**src/rtl/scan_mux.sv**
```systemverilog
// rtl/scan_mux.sv - registered N-channel selector with direct and scan modes (optional scan: SCAN_MUX_SCAN_EN)
module scan_mux #(
    parameter int WIDTH = 1,
    parameter int NCH   = 3,
    parameter int SELW  = 2,
    parameter int DWELL = 1
) (
    input  logic                   clk,
    input  logic                   reset_n,
    input  logic                   mode,
    input  logic [SELW-1:0]        sel_in,
    input  logic                   sel_vld,
    input  logic [NCH*WIDTH-1:0]   din,
    output logic [WIDTH-1:0]       y,
    output logic                   y_vld,
    output logic [SELW-1:0]        sel_cur,
    output logic                   sel_err,
    output logic                   scan_wrap
);

    // One extra bit so NCH == 2**SELW is representable in the range compare
    localparam logic [SELW:0]   NCH_W   = (SELW+1)'(NCH);
    localparam logic [SELW-1:0] LAST_CH = SELW'(NCH-1);

    logic [WIDTH-1:0] y_q, y_d;
    logic             y_vld_q, y_vld_d;
    logic [SELW-1:0]  sel_cur_q, sel_cur_d;
    logic             sel_err_q, sel_err_d;
    logic             sel_in_ok;

    // Range check of the requested channel; rejected requests never reach sel_cur
    assign sel_in_ok = ({1'b0, sel_in} < NCH_W);

    // Data path: present the channel selected before this edge
    always_comb begin
        y_d     = '0;
        y_vld_d = 1'b1;
        for (int k = 0; k < NCH; k++) begin
            if (sel_cur_q == SELW'(k)) begin
                y_d = din[k*WIDTH +: WIDTH];
            end
        end
    end

`ifdef SCAN_MUX_SCAN_EN
    localparam int             DCW        = (DWELL > 1) ? $clog2(DWELL) : 1;
    localparam logic [DCW-1:0] DWELL_LAST = DCW'(DWELL-1);

    logic [DCW-1:0] dwell_q, dwell_d;
    logic           scan_wrap_q, scan_wrap_d;

    // Select control: scan advances after DWELL edges per channel, direct takes only in-range requests
    always_comb begin
        sel_cur_d   = sel_cur_q;
        sel_err_d   = 1'b0;
        scan_wrap_d = 1'b0;
        dwell_d     = '0;
        if (mode) begin
            if (dwell_q == DWELL_LAST) begin
                dwell_d = '0;
                if (sel_cur_q == LAST_CH) begin
                    sel_cur_d   = '0;
                    scan_wrap_d = 1'b1;
                end else begin
                    sel_cur_d = sel_cur_q + SELW'(1);
                end
            end else begin
                dwell_d = dwell_q + DCW'(1);
            end
        end else if (sel_vld) begin
            if (sel_in_ok) begin
                sel_cur_d = sel_in;
            end else begin
                sel_err_d = 1'b1;
            end
        end
    end

    // Scan state registers; reset discards any wrap that was about to fire
    always_ff @(posedge clk or negedge reset_n) begin
        if (!reset_n) begin
            dwell_q     <= '0;
            scan_wrap_q <= 1'b0;
        end else begin
            dwell_q     <= dwell_d;
            scan_wrap_q <= scan_wrap_d;
        end
    end

    assign scan_wrap = scan_wrap_q;
`else
    logic unused_mode;
    assign unused_mode = mode;

    // Select control: direct mode only, out-of-range requests hold the channel
    always_comb begin
        sel_cur_d = sel_cur_q;
        sel_err_d = 1'b0;
        if (sel_vld) begin
            if (sel_in_ok) begin
                sel_cur_d = sel_in;
            end else begin
                sel_err_d = 1'b1;
            end
        end
    end

    assign scan_wrap = 1'b0;
`endif

    // Output and select registers
    always_ff @(posedge clk or negedge reset_n) begin
        if (!reset_n) begin
            y_q       <= '0;
            y_vld_q   <= 1'b0;
            sel_cur_q <= '0;
            sel_err_q <= 1'b0;
        end else begin
            y_q       <= y_d;
            y_vld_q   <= y_vld_d;
            sel_cur_q <= sel_cur_d;
            sel_err_q <= sel_err_d;
        end
    end

    assign y       = y_q;
    assign y_vld   = y_vld_q;
    assign sel_cur = sel_cur_q;
    assign sel_err = sel_err_q;

endmodule

```
**config.mk**
```make
export PLATFORM = sky130hd
export DESIGN_NAME = scan_mux
export DESIGN_NICKNAME = d
export VERILOG_FILES = /design/src/rtl/scan_mux.sv
export SDC_FILE = /design/constraint.sdc
export NUM_CORES = 1
export LEC_CHECK = 0
export CORE_AREA = 2 2 39 41
export DETAILED_ROUTE_END_ITERATION = 12
export DIE_AREA = 0 0 41 43
export DONT_BUFFER_PORTS = 1
export GPL_TIMING_DRIVEN = 0
export SLEW_MARGIN = 40
export SYNTH_ARGS = -nofsm -noshare
export SYNTH_HDL_FRONTEND = slang
export SYNTH_SLANG_ARGS = --single-unit
export TNS_END_PERCENT = 10
```
**constraint.sdc**
```tcl
create_clock -name clk -period 1.8 [get_ports clk]
set_clock_uncertainty 0.15 [all_clocks]
set_input_delay 0.09 -clock clk [delete_from_list [all_inputs] [get_ports clk]]
set_output_delay 0.09 -clock clk [all_outputs]
set_load 0.01 [all_outputs]
```
==> metrics.yaml, run 1 <==
global_routing:
  grt_overflow: 0
  antenna_found_initial: 0
  grt_pass1_wl_um: 641
  grt_max_degree: 6
  grt_util_all_layers_pct: 6.720
  grt_pass1_vias: 162
critical_path:
  cpMaxStageDelayCell: "dlygate4sd3_1"
  critical_path.max_stage_delay_ns: 0.56
  path_max_fanout: 4
  r2r_setup_slack_ns: 0.23
  cp-end-kind: "flip-flop"
  critPathLaunchType: "flip-flop"
  cp.depth: 3
  r2r_cells: 3
  cp.required_ns: 1.77
  path_class: "reg -> reg"
  cp_num_buf_inv: 1
  path_cells: "mux2i_1, o21ai_1, dlygate4sd3_1"
  cp_top_family: "buffers and inverters"
  cp.arrival_ns: 1.54
timing:
  post-route-period-util_pct: 86.95
  setup_violations: 0
  timing.hold.ws_ns: 0.4109
  final_hold_viol_count: 0
  setup_ws_ns: 0.2349
  rsz0062_at_grt: "no"
  fmax_ghz: 0.6390
  slew_viol_final: 0
  setup-tns-final_ns: 0
  period_minus_slack_ns: 1.565
clocking:
  tritoncts: "built"
  clockBufferDepth: 2
  h-tree-depth: 1
  clock-sinks: 5
  cts_resized: 0
  cts.clk_slew.worst_paths_ns: 0.05
  clk_latency_ns: 0.24
  cts_root_buf: "clkbuf_4"
  numCtsBuffers: 3
synth:
  synth-seq-area-share_pct: 60.98
  synth_nets: 26
  post_synth_inst_count: 17
  synthTopCellsByArea: "dfrtp_1, nor2b_4, mux2i_1"
  synth_area_um2: 205.2
  syn_avg_cell_area_um2: 12.07
  synth_top_area_share_pct: 60.98
  ys_seq_elements: 5
  yosysWarnings: 0
  yosysUniqueCellTypes: 12
  synth_area_leader_cell: "dfrtp_1"
die:
  die_w_um: 41
  core_area_um2: 1384
  placementRows: 14
  dieArea_um2: 1763
  ios: 15
  initial_utilization_pct: 14.83
  chipHeight_um: 43
min_path:
  whs_path_depth: 2
  hold_path.class: "in -> reg"
power_and_ir_drop:
  leakage_nw: 0.1621
  ir_drop_mv: 0.1820
  cellPowerDensity_nw_per_um2: 896.0
  power_uw: 306.1
detailed_routing:
  drc_errors: 0
  drt-initial-drc-count: 2
  routed_wl_um: 409
  wl_per_cell_um: 8.891
  dr.pass1.iters: 2
  vias: 151
  avgViaCountPerCell: 3.283
  ant_nets: 0
run:
  max-cap-violations: 0
placement:
  io_buffer_count: 0
  place_ws_ns: 0.7777
  gp_congestion: 0.5713
cells_and_area:
  diodes: 0
  finish.utilization_pct: 24.68
  areaGrowthSynthToFinish_pct: 66.46
  final_nets: 40
  drive_gt1_share_pct: 16.67
status:
  outcome: "finished, final reports clean"
## worst paths after layout
kind                             from    endpoint
min reg2reg                sel_cur[0]  sel_cur[0]
min in group asynchronous     reset_n           y
max in group asynchronous     reset_n  sel_cur[1]
max                        sel_cur[0]           y
min                           sel_vld     sel_err
max reg2reg                sel_cur[0]           y
## per-stage QoR
stage | area (um^2) | cells
floorplan | 205.2 | 17
global placement | 225.2 | 33
detailed placement | 225.2 | 33
CTS | 341.6 | 46
global route | 341.6 | 46
finish | 341.6 | 46
## state kept, by name, indices dropped and copies added (netlist names)
register / flops
sel_cur: 2
sel_err: 1
y: 1
y_vld: 1
## logic make-up after synthesis
| group | share of synthesized area, % |
|---|---|
| AOI/OAI and AO/OA | 8.533 |
| buffers and inverters | 5.487 |
| DFF | 60.98 |
| muxes | 4.878 |
| other | 3.660 |
| and+or+nand+nor | 16.47 |
## placed cells by master, fill, tap and decap left out, types with 2 or more instances in the layout
| cell | netlist | final |
|---|---|---|
| dfrtp_1 | 5 | 5 |
| conb_1 | 2 | 2 |
| clkbuf_4 | 0 | 3 |
| dlygate4sd3_1 | 0 | 9 |
## cells in the mapped netlist
| library cell | n |
|---|---|
| a21oi_1 | 1 |
| inv_1 | 1 |
| buf_4 | 1 |
| o21a_1 | 1 |
| mux2i_1 | 1 |
| nor2b_4 | 1 |
| o21ai_1 | 1 |
| nand3b_1 | 1 |
| and3_1 | 1 |
| conb_1 | 2 |
| nand2b_1 | 1 |
| dfrtp_1 | 5 |
## power by group
part / internal, mW / switching, mW / total [mW]
combinational: 0.0262 / 0.0120 / 0.0382
sequential: 0.123 / 0.0134 / 0.137
clock: 0.0839 / 0.0471 / 0.131
## timing repair
action / in CTS / in global routing
hold buffers: 9 / 0
hold endpoints to repair: 9 / 0
setup buffers: 0 / 0
## routing by layer
metal  GRT usage [%]  vias to the layer above  share of wire, %
li1                -                       76                 -
met1           6.410                       67                32
met2           7.187                        8                55
met3           6.283                        0                12
met4           8.000                        0                 0
met5               0                        -                 0
## area by class of cell
cell class	count	area [um^2]
Fill cell	150	1042
Tap cell	16	20.02
Buffer	1	7.507
Timing Repair Buffer	9	90.09
Sequential cell	5	125.1
Clock buffer	4	26.28
Multi-Input combinational cell	10	68.82
Inverter	1	3.754
## worst reg2reg max path, stage by stage (launching register included)
cell and delay (ns):
dfrtp_1 0.44, mux2i_1 0.22, o21ai_1 0.08, dlygate4sd3_1 0.56
(Power assumes the default switching activity.)
==> run 2: changes to the inputs <==
- REMOVE_ABC_BUFFERS: unset -> 1
- TNS_END_PERCENT: 10 -> 20
==> run 2 against run 1 <==
Against the previous run:
- clock-buffer cell count unchanged
- highest routed layer is now met4
- first-iteration DRC count fell by 100%
- clock power about the same
- critical path depth unchanged
- via count up 1.3%
- sequential share of layout area rose by 0.82 points
- global-route usage shrank 0.29 points
- critical path type unchanged
==> metrics.yaml, run 2 (synthesized netlist as in run 1, its figures left out) <==
status:
  outcome: "finished, final reports clean"
timing:
  slew_viol_final: 0  # unchanged
  period_minus_slack_ns: 1.543  # -0.02244 ns
  setup_ws_ns: 0.2574  # +0.02244 ns
  fmax_ghz: 0.6482  # +1.5%
  final_hold_viol_count: 0  # unchanged
  rsz0062_at_grt: "no"
  post-route-period-util_pct: 85.70  # -1.2 points
  setup-tns-final_ns: 0  # unchanged
  setup_violations: 0  # unchanged
critical_path:
  path_cells: "mux2i_1, o21ai_1, dlygate4sd3_1"
  critical_path.max_stage_delay_ns: 0.55  # about the same
  cpMaxStageDelayCell: "dlygate4sd3_1"
  cp_top_family: "buffers and inverters"
  path_max_fanout: 4  # unchanged
  r2r_setup_slack_ns: 0.26  # +0.02 ns
  cp.required_ns: 1.77  # about the same
  critPathLaunchType: "flip-flop"
  cp_num_buf_inv: 1  # unchanged
  cp.arrival_ns: 1.52  # -0.02 ns
  path_class: "reg -> reg"
  cp-end-kind: "flip-flop"
cells_and_area:
  diodes: 0  # unchanged
  areaGrowthSynthToFinish_pct: 62.80
  finish.utilization_pct: 24.14  # -0.54 points
  drive_gt1_share_pct: 13.79  # -2.9 points
  ff_latch_area_um2: 125.1  # unchanged
  final_nets: 39  # -2.5%
  largest_reg_flops: 2  # unchanged
  postLayoutCellArea_um2: 334.1  # -2.2%
  multi_input_area_um2: 68.82  # unchanged
  layout_common_cells: "dlygate4sd3_1, dfrtp_1, clkbuf_4, conb_1"
  n_fill_cell: 152  # +1.3%
  final_common_cell: "dlygate4sd3_1"
detailed_routing:
  dr.pass1.iters: 1  # -1
  wl_per_cell_um: 8.667  # -2.5%
  avgViaCountPerCell: 3.400  # +3.6%
  drt-initial-drc-count: 0  # -2
  drc_errors: 0  # unchanged
  routed_wl_um: 390  # -4.6%
  vias: 153  # +1.3%
  ant_nets: 0  # unchanged
global_routing:
  met1_usage_pct: 6.431  # +0.021 points
  grt_max_degree: 6  # unchanged
  antenna_found_initial: 0  # unchanged
  grt_pass1_vias: 164  # +1.2%
  busiest_layer: "met4"
  grt_pass1_wl_um: 627  # -2.2%
  grt_use_met3_pct: 6.283  # unchanged
  use_met2_pct: 6.250  # -0.94 points
  grt_util_all_layers_pct: 6.426  # -0.29 points
  grt_overflow: 0  # unchanged
clocking:
  clockBufferDepth: 2  # unchanged
  cts.clk_slew.worst_paths_ns: 0.05  # about the same
  tritoncts: "built"
  clk_latency_ns: 0.24  # about the same
  clock-sinks: 5  # unchanged
  h-tree-depth: 1  # unchanged
  numCtsBuffers: 3  # unchanged
  cts_resized: 0  # unchanged
  cts_root_buf: "clkbuf_4"
placement:
  place_area_um2: 217.7  # -3.3%
  place_ws_ns: 0.7806  # +0.002939 ns
  io_buffer_count: 0  # unchanged
  gp_congestion: 0.5705  # -0.14%
die:
  core_area_um2: 1384  # unchanged
  placementRows: 14  # unchanged
  ios: 15  # unchanged
  dieArea_um2: 1763  # unchanged
  initial_utilization_pct: 14.83  # unchanged
  die_w_um: 41  # unchanged
  chipHeight_um: 43  # unchanged
power_and_ir_drop:
  p_switching_uw: 73.07  # +0.80%
  ir_drop_mv: 0.1856  # +2.0%
  power.share.combinational_pct: 11.8  # -0.7 points
  p_int_uw: 232.3  # -0.57%
  leakage_nw: 0.1567  # -3.4%
  switching_share_pct: 23.93  # +0.25 points
  cellPowerDensity_nw_per_um2: 914.0  # +2.0%
  seqPwrFrac_pct: 44.8  # about the same
  pwr-share-clk_pct: 43.4  # +0.6 points
min_path:
  hold_path.class: "in -> reg"
run:
  max-cap-violations: 0  # unchanged
==> run 2: worst paths after layout <==
kind | from | to | cells past startpoint
min in group asynchronous | reset_n | y | 2
max | sel_cur[0] | y | 3
max in group asynchronous | reset_n | sel_cur[1] | 2
min | sel_vld | sel_err | 2
max reg2reg | sel_cur[0] | y | 3
min reg2reg | sel_cur[0] | sel_cur[0] | 2
==> run 2: timing repair <==
item / in CTS / in global routing
hold buffers: 9 / 0
endpoints found under the hold margin: 9 / 0
setup buffers: 0 / 0
==> run 2: stage by stage <==
step / std cells / hold WS (ns) / power (mW)
6_report: 45 / 0.4066 / 0.3053
5_1_grt: 45 / 0.4179 / 0.3299
4_1_cts: 45 / 0.4041 / 0.3109
3_5_place_dp: 32 / -0.3555 / 0.1553
3_3_place_gp: 32 / -0.3555 / 0.1548
2_1_floorplan: 16 / -0.3556 / 0.1511
==> run 2: power by group through the flow <==
stage          registers, mW  clock network, mW  logic, mW
6_report               0.137              0.133     0.0361
5_1_grt                0.139              0.150     0.0409
4_1_cts                0.138              0.137     0.0367
3_5_place_dp           0.139                  0     0.0161
3_3_place_gp           0.139                  0     0.0157
2_1_floorplan          0.137                  0     0.0143
==> run 2: per-layer routing <==
layer | wire [um] | share of wire [%]
met5 | 0 | 0
met4 | 10 | 2.6
met1 | 126 | 32
met2 | 197 | 51
met3 | 55 | 14
==> run 2: cell type report <==
class	instances	area share, %
clock buffer	4	7.865
sequential	5	37.45
inverter	1	1.124
tap	16	5.993
timing repair buffer	9	26.97
multi-input combinational	10	20.60
